**src/rtl/shift_out_serializer_if.sv**
```systemverilog
// Word-in / bit-out handshake bundle between the right shifter, the serializer and the serial sink.
// slave = serializer side, master = the environment that feeds words and sinks bits.
interface shift_out_serializer_if;
    logic       in_valid;
    logic       in_ready;
    logic [7:0] in_data;
    logic [2:0] in_shift;
    logic       ser_out;
    logic       ser_valid;
    logic       ser_ready;
    logic       ser_last;
    logic       done;
    logic       busy;

    modport slave (
        input  in_valid, in_data, in_shift, ser_ready,
        output in_ready, ser_out, ser_valid, ser_last, done, busy
    );

    modport master (
        output in_valid, in_data, in_shift, ser_ready,
        input  in_ready, ser_out, ser_valid, ser_last, done, busy
    );
endinterface

```
**src/rtl/shift_out_serializer.sv**
```systemverilog
// Serializes the significant (8 - shift) bits of a right-shifted word onto a 1-bit
// valid/ready stream, flagging the last bit and pulsing done once the frame is out.
module shift_out_serializer #(
    parameter bit   MSB_FIRST  = 1'b0,
    parameter logic IDLE_LEVEL = 1'b0
) (
    input  logic                        clk,
    input  logic                        reset_n,
    shift_out_serializer_if.slave       bus
);
    localparam logic [1:0] S_IDLE = 2'd0;
    localparam logic [1:0] S_SEND = 2'd1;
    localparam logic [1:0] S_DONE = 2'd2;

    logic [1:0] state_q, state_d;
    logic [7:0] sreg_q,  sreg_d;
    logic [3:0] cnt_q,   cnt_d;
    logic [3:0] frame_len;

    // shift 0 -> 8 bits, shift 7 -> 1 bit; never 0
    assign frame_len = 4'd8 - {1'b0, bus.in_shift};

    always_comb begin
        state_d = state_q;
        sreg_d  = sreg_q;
        cnt_d   = cnt_q;
        case (state_q)
            S_IDLE: begin
                if (bus.in_valid) begin
                    // MSB-first left-aligns bit N-1 so it always leaves from sreg[7]
                    sreg_d  = MSB_FIRST ? (bus.in_data << bus.in_shift) : bus.in_data;
                    cnt_d   = frame_len;
                    state_d = S_SEND;
                end
            end
            S_SEND: begin
                if (bus.ser_ready) begin
                    sreg_d = MSB_FIRST ? {sreg_q[6:0], 1'b0} : {1'b0, sreg_q[7:1]};
                    cnt_d  = cnt_q - 4'd1;
                    if (cnt_q == 4'd1) state_d = S_DONE;
                end
            end
            S_DONE:  state_d = S_IDLE;
            default: state_d = S_IDLE;
        endcase
    end

    always_ff @(posedge clk) begin
        if (!reset_n) begin
            state_q <= S_IDLE;
            sreg_q  <= 8'd0;
            cnt_q   <= 4'd0;
        end else begin
            state_q <= state_d;
            sreg_q  <= sreg_d;
            cnt_q   <= cnt_d;
        end
    end

    // every output decodes registered state only
    assign bus.in_ready  = (state_q == S_IDLE);
    assign bus.ser_valid = (state_q == S_SEND);
    assign bus.ser_last  = (state_q == S_SEND) && (cnt_q == 4'd1);
    assign bus.done      = (state_q == S_DONE);
    assign bus.busy      = (state_q == S_SEND) || (state_q == S_DONE);
    assign bus.ser_out   = (state_q == S_SEND) ? (MSB_FIRST ? sreg_q[7] : sreg_q[0]) : IDLE_LEVEL;
endmodule

```
**src/flat_wrapper.sv**
```systemverilog
// flat-port wrapper written by rule: the top's interface ports become plain ports
module shift_out_serializer_flat 
#(
    parameter bit   MSB_FIRST  = 1'b0,
    parameter logic IDLE_LEVEL = 1'b0
)
  (clk, reset_n, bus_in_valid, bus_in_data, bus_in_shift, bus_ser_ready, bus_in_ready, bus_ser_out, bus_ser_valid, bus_ser_last, bus_done, bus_busy);
  shift_out_serializer_if bus_i ();
  input  logic clk;
  input  logic reset_n;
  input wire logic [$bits(bus_i.in_valid)-1:0] bus_in_valid;
  input wire logic [$bits(bus_i.in_data)-1:0] bus_in_data;
  input wire logic [$bits(bus_i.in_shift)-1:0] bus_in_shift;
  input wire logic [$bits(bus_i.ser_ready)-1:0] bus_ser_ready;
  output wire logic [$bits(bus_i.in_ready)-1:0] bus_in_ready;
  output wire logic [$bits(bus_i.ser_out)-1:0] bus_ser_out;
  output wire logic [$bits(bus_i.ser_valid)-1:0] bus_ser_valid;
  output wire logic [$bits(bus_i.ser_last)-1:0] bus_ser_last;
  output wire logic [$bits(bus_i.done)-1:0] bus_done;
  output wire logic [$bits(bus_i.busy)-1:0] bus_busy;
  assign bus_i.in_valid = bus_in_valid;
  assign bus_i.in_data = bus_in_data;
  assign bus_i.in_shift = bus_in_shift;
  assign bus_i.ser_ready = bus_ser_ready;
  assign bus_in_ready = bus_i.in_ready;
  assign bus_ser_out = bus_i.ser_out;
  assign bus_ser_valid = bus_i.ser_valid;
  assign bus_ser_last = bus_i.ser_last;
  assign bus_done = bus_i.done;
  assign bus_busy = bus_i.busy;
  shift_out_serializer #(.MSB_FIRST(MSB_FIRST), .IDLE_LEVEL(IDLE_LEVEL)) u_core (.clk(clk), .reset_n(reset_n), .bus(bus_i));
endmodule
```
**config.mk**
```make
export PLATFORM = sky130hd
export DESIGN_NAME = shift_out_serializer_flat
export DESIGN_NICKNAME = d
export VERILOG_FILES = /design/src/rtl/shift_out_serializer_if.sv /design/src/rtl/shift_out_serializer.sv /design/src/flat_wrapper.sv
export SDC_FILE = /design/constraint.sdc
export NUM_CORES = 1
export LEC_CHECK = 0
export ABC_AREA = 1
export CAP_MARGIN = 20
export CORE_MARGIN = 2
export CORE_UTILIZATION = 30
export DETAILED_ROUTE_END_ITERATION = 10
export PLACE_DENSITY_LB_ADDON = 0.05
export REMOVE_ABC_BUFFERS = 1
export SLEW_MARGIN = 20
export SYNTH_ARGS = -nofsm -noshare
export SYNTH_HDL_FRONTEND = slang
export SYNTH_SLANG_ARGS = --single-unit
```
**constraint.sdc**
```tcl
create_clock -name clk -period 1.25 [get_ports clk]
set_clock_uncertainty 0.05 [all_clocks]
set_input_delay 0.25 -clock clk [delete_from_list [all_inputs] [get_ports clk]]
set_output_delay 0.25 -clock clk [all_outputs]
set_load 0.05 [all_outputs]
```
# Word level (Yosys, flattened, before mapping)
# Index checks and enable logic that the tools add are counted.
totals:
  ram_bits: 0
  inputBits: 15
  output_inout_bits: 6
  regBits: 14
  rom_bits: 0
  latchBits: 0
  mem_count: 0
  elab_cells: 28
op_classes:
  multipliers: 0
  n_eq_ne: 6
  order_cmp: 0
  n_shift: 0
  n_reduce_logical: 6
  muxes: 11
  div: 0
  n_addsub: 2
  bitwise_logic: 0
op_table:
  columns: ["op", "n"]
  rows:
  - ["$mux W8", 2]
  - ["$pmux W8 S2", 1]
  - ["$mux W4", 2]
  - ["$pmux W4 S2", 1]
  - ["$mux W2", 3]
  - ["$reduce_and A3 Y1", 2]
  - ["$eq A4 B1 Y1 const B", 1]
  - ["$ne A2 B2 Y1 const B", 2]
  - ["$pmux W2 S2", 1]
  - ["$sub A4 B1 Y4 const B", 1]
  - ["$sub A4 B3 Y4 const A", 1]
  - ["$eq A2 B1 Y1 const B", 1]
  - ["$eq A2 B2 Y1 const B", 1]
  - ["$logic_not A2 Y1", 1]
  - ["$ne A2 B1 Y1 const B", 1]
  - ["$reduce_bool A2 Y1", 1]
  - ["$logic_and A1 B1 Y1", 1]
  - ["$logic_or A1 B1 Y1", 1]
  - ["$mux W1", 1]

# Logic depth before layout (Yosys ltp)
logic_depth:
  ltp_word: 4
  mapped_depth: 8
  depth_no_buf: 8

# Least setup slack after synthesis
# Ideal clock, no wire load.
synth_timing:
  path_type: "reg2out"
  from: "reg u_core.state_q[1]"
  to: "out bus_ser_last"
  path_buffers: 1
  stages_incl_launch_ff: 6
  arrival_time_ns: 1.921
  required_time_ns: 0.950
  setup_slack_ns: -0.971
  path_cell_list: "dfxtp_1 -> inv_1 -> ha_1 -> inv_2 -> buf_2 -> nor2_1"
synth_via:
  elab_chain_len: 2
synth_rtl:
  columns: ["element", "line", "rtl"]
  rows:
  - ["start: declaration", "shift_out_serializer.sv:15", "logic [1:0] state_q, state_d;"]
  - ["start signal: assignment", "shift_out_serializer.sv:54", "state_q <= state_d;"]
  - ["$eq A2 B1 Y1", null, null]
  - ["net bus_ser_valid", "flat_wrapper.sv:17", "output wire logic [$bits(bus_i.ser_valid)-1:0] bus_ser_valid;"]
  - ["$logic_and A1 B1 Y1", "shift_out_serializer.sv:63", "assign bus.ser_last = (state_q == S_SEND) && (cnt_q == 4'd1);"]
  - ["end: declaration", "flat_wrapper.sv:18", "output wire logic [$bits(bus_i.ser_last)-1:0] bus_ser_last;"]
# The timed path passes the listed nets, and every way through them passes these cells.

# Worst setup path after layout
layout_timing:
  from: "reg u_core.cnt_q[2]"
  to: "out bus_ser_last"
layout_via:
  elab_chain_len: 2
layout_rtl:
  columns: ["element", "line", "rtl"]
  rows:
  - ["start: declaration", "shift_out_serializer.sv:17", "logic [3:0] cnt_q, cnt_d;"]
  - ["start signal: assignment", "shift_out_serializer.sv:56", "cnt_q <= cnt_d;"]
  - ["$eq A4 B1 Y1", "shift_out_serializer.sv:63", null]
  - ["$logic_and A1 B1 Y1", "shift_out_serializer.sv:63", null]
# No other way between the ends.

==> qor.yml <==
outcome: "finished, violations left"
violations: "setup timing"
synth_warnings: 0
coreArea_mm2: 0.00273
clk_pin_slew_ns: 0.09
synth_edf_count: 0
synth_simple_gate_area_share_pct: 34.7
cts_tree: "yes"
leakagePower_nw: 0.707
initialDrtViolationCount: 20
dieArea_mm2: 0.00328
synth_top_flop_cell: "dfxtp_1"
synth.most_common_cell: "nand2_1"
yosys.area.top_type: "dfxtp_1"
placed_area_mm2: 0.00124
grt_pass1_wl_mm: 4.33
dpl.hpwl_mm: 1.59
synth_cell_type_count: 17
worst_setup_path_end_kind: "output pin"
maxCapViolations: 0
finalWirelength_mm: 2.34
via_per_inst: 4.63
r2r_end: "u_core.cnt_q[2]"
final_hold_viol_count: 0
vias: 949
pin_count: 21
final_area_mm2: 0.00153
grt_max_degree: 9
r2r_cells: 8
path_class: "reg2out"
gp_congestion: 0.728
async_reset_ff_share_pct: 0
synth_common_cells: "43 x nand2_1, 21 x nor2_1, 16 x inv_1"
utilization_pct: 55.8
grtUsageTotal_pct: 16.9
port_buffers: 20
ys_seq_elements: 14
synth_compound_area_share_pct: 11.2
grt_antenna_before_repair: 0
die_x_um: 57.3
start_kind: "register"
max-vdd-ir-drop_mv: 2.40
dp_cells: 197
ys_seq_area_share_pct: 32.9
synthCells: 134
finalSetupViolations: 19
synth-adder-area-share_pct: 10.3
hold_slack_ns: 0.419
hp-start: "u_core.sreg_q[7]"
rows: 19
power.density_mw_per_mm2: 3030
layoutNonFillerInstCount: 205
min_path_type: "reg2reg"
worst_pin_slew_ns: 0.231
crit_fanout: 2
fin_crit_sh_pct: 118
gr-total-overflow: 0
max_freq_mhz: 678
cts.path.max_buffers: 2
min_period_ns: 1.47
dr.pass1.iters: 4
antenna_cells: 0
crit_required_ns: 0.95
synthToLayoutAreaGrowth_pct: 79.4
worstReg2RegStart: "u_core.state_q[1]"
n_fill_cell: 268
route.detailed.drc: 0
antenna_left: 0
synthMuxAreaShare_pct: 0
reg2reg_slack_ns: -0.15
cts.sinks: 14
synth_top_area_share_pct: 32.9
grt_pass1_vias: 932
nets: 197
place_ws_ns: -0.321
hold_depth: 2
synth_area_um2: 851
cts_made_buffers: 3
final-max-slew-violation-count: 0
slew_headroom_pct: 84.5
drive_gt1_share_pct: 39.1
rsz0062_at_grt: "yes"
insertion_delay_ns: 0.28
worst_slack_ns: -0.225
routedWlPerCell_um: 11.4
cts_root_buf: "clkbuf_4"
ys_top_cells_by_area: "dfxtp_1 33%, nand2_1 19%, ha_1 10%"
synth_top_family_by_area: "simple AND/OR/NAND/NOR gates"
h-tree-depth: 1
hold_end: "u_core.sreg_q[7]"
synth_xor_area_share_pct: 0
die_h_um: 57.3
start_util_pct: 31.1
syn_area_per_cell_um2: 6.35
worstPathArrival_ns: 1.17
==> flip-flops by register name, indices dropped and copies added, names as in the netlist <==
| signal | flops |
|---|---|
| u_core.cnt_q | 4 |
| u_core.state_q | 2 |
| u_core.sreg_q | 8 |
==> critical path, cell delays in order, from the launching register on <==
cell and delay, ns:
dfxtp_1 0.33, nor2_1 0.20, nand2_4 0.09, nor2_4 0.13
buf_12 0.14
==> timing repair <==
item	in CTS	in global routing
pin swaps	19	9
setup endpoints to repair	20	20
hold endpoints to repair	0	0
cloned	1	0
buffers inserted	3	0
hold buffers	0	0
resized for setup	50	17
==> metal layers <==
metal  global-route usage (%)  part of all wire, %  wire length, um  vias to the layer above
li1                         -                    -                -                      499
met1                     22.7                   47             1100                      428
met2                     26.6                   48             1130                       20
met3                     3.63                  4.2               99                        2
met4                     6.31                 0.81               19                        0
met5                        0                    0                0                        -
==> where the power goes <==
| group | leakage [nW] | internal, W | switching, W |
|---|---|---|---|
| sequential | 0.117 | 0.000692 | 0.000175 |
| clock | 0.0210 | 0.000177 | 0.000159 |
| combinational | 0.568 | 0.00160 | 0.00183 |
==> cell usage in the layout, fill, tap and decap left out, types with 2 or more instances in the layout <==
cell              n
nand2_1          32
nor2_1           20
clkdlybuf4s50_1  14
inv_1            11
buf_4            11
dfxtp_1          10
nand2_2           8
o21ai_1           7
buf_12            6
buf_6             6
o21ai_2           5
ha_4              5
nand2_4           4
a21oi_1           4
nand3_1           4
inv_2             3
inv_4             3
a21oi_2           3
clkbuf_4          3
dfxtp_2           3
nand3_4           2
ha_1              2
buf_8             2
==> cell families after synthesis <==
| logic type | Yosys count |
|---|---|
| buffers and inverters | 22 |
| AO/OA/AOI/OAI | 19 |
| AND/OR/NAND/NOR | 72 |
| adder cells (fa/ha/maj) | 7 |
| flip-flops | 14 |
==> per-stage QoR <==
stage	TNS, ns	power (W)
finish	-2.48	0.00463
global route	-3.94	0.00503
CTS	-2.33	0.00440
detailed placement	-3.88	0.00338
global placement	-3.43	0.00338
floorplan	-10.24	0.00226
==> layout make-up <==
cell class              count  area, um2  area share (%)
flip-flops and latches     14        288            18.9
clock buffers               4       36.3            2.38
repair buffers             39        440            28.9
well taps                  31       38.8            2.54
multi-input cells          99        643            42.1
inverters                  18       80.1            5.25
==> worst max path at each step <==
stage                           start              end
finish                u_core.cnt_q[2]     bus_ser_last
detailed placement    bus_in_shift[0]  u_core.cnt_q[1]
CTS                 u_core.state_q[1]     bus_ser_last
floorplan           u_core.state_q[1]     bus_ser_last
global placement      bus_in_shift[0]  u_core.cnt_q[1]
global route        u_core.state_q[1]     bus_ser_last
No activity file was read; power rests on OpenSTA's default activity.
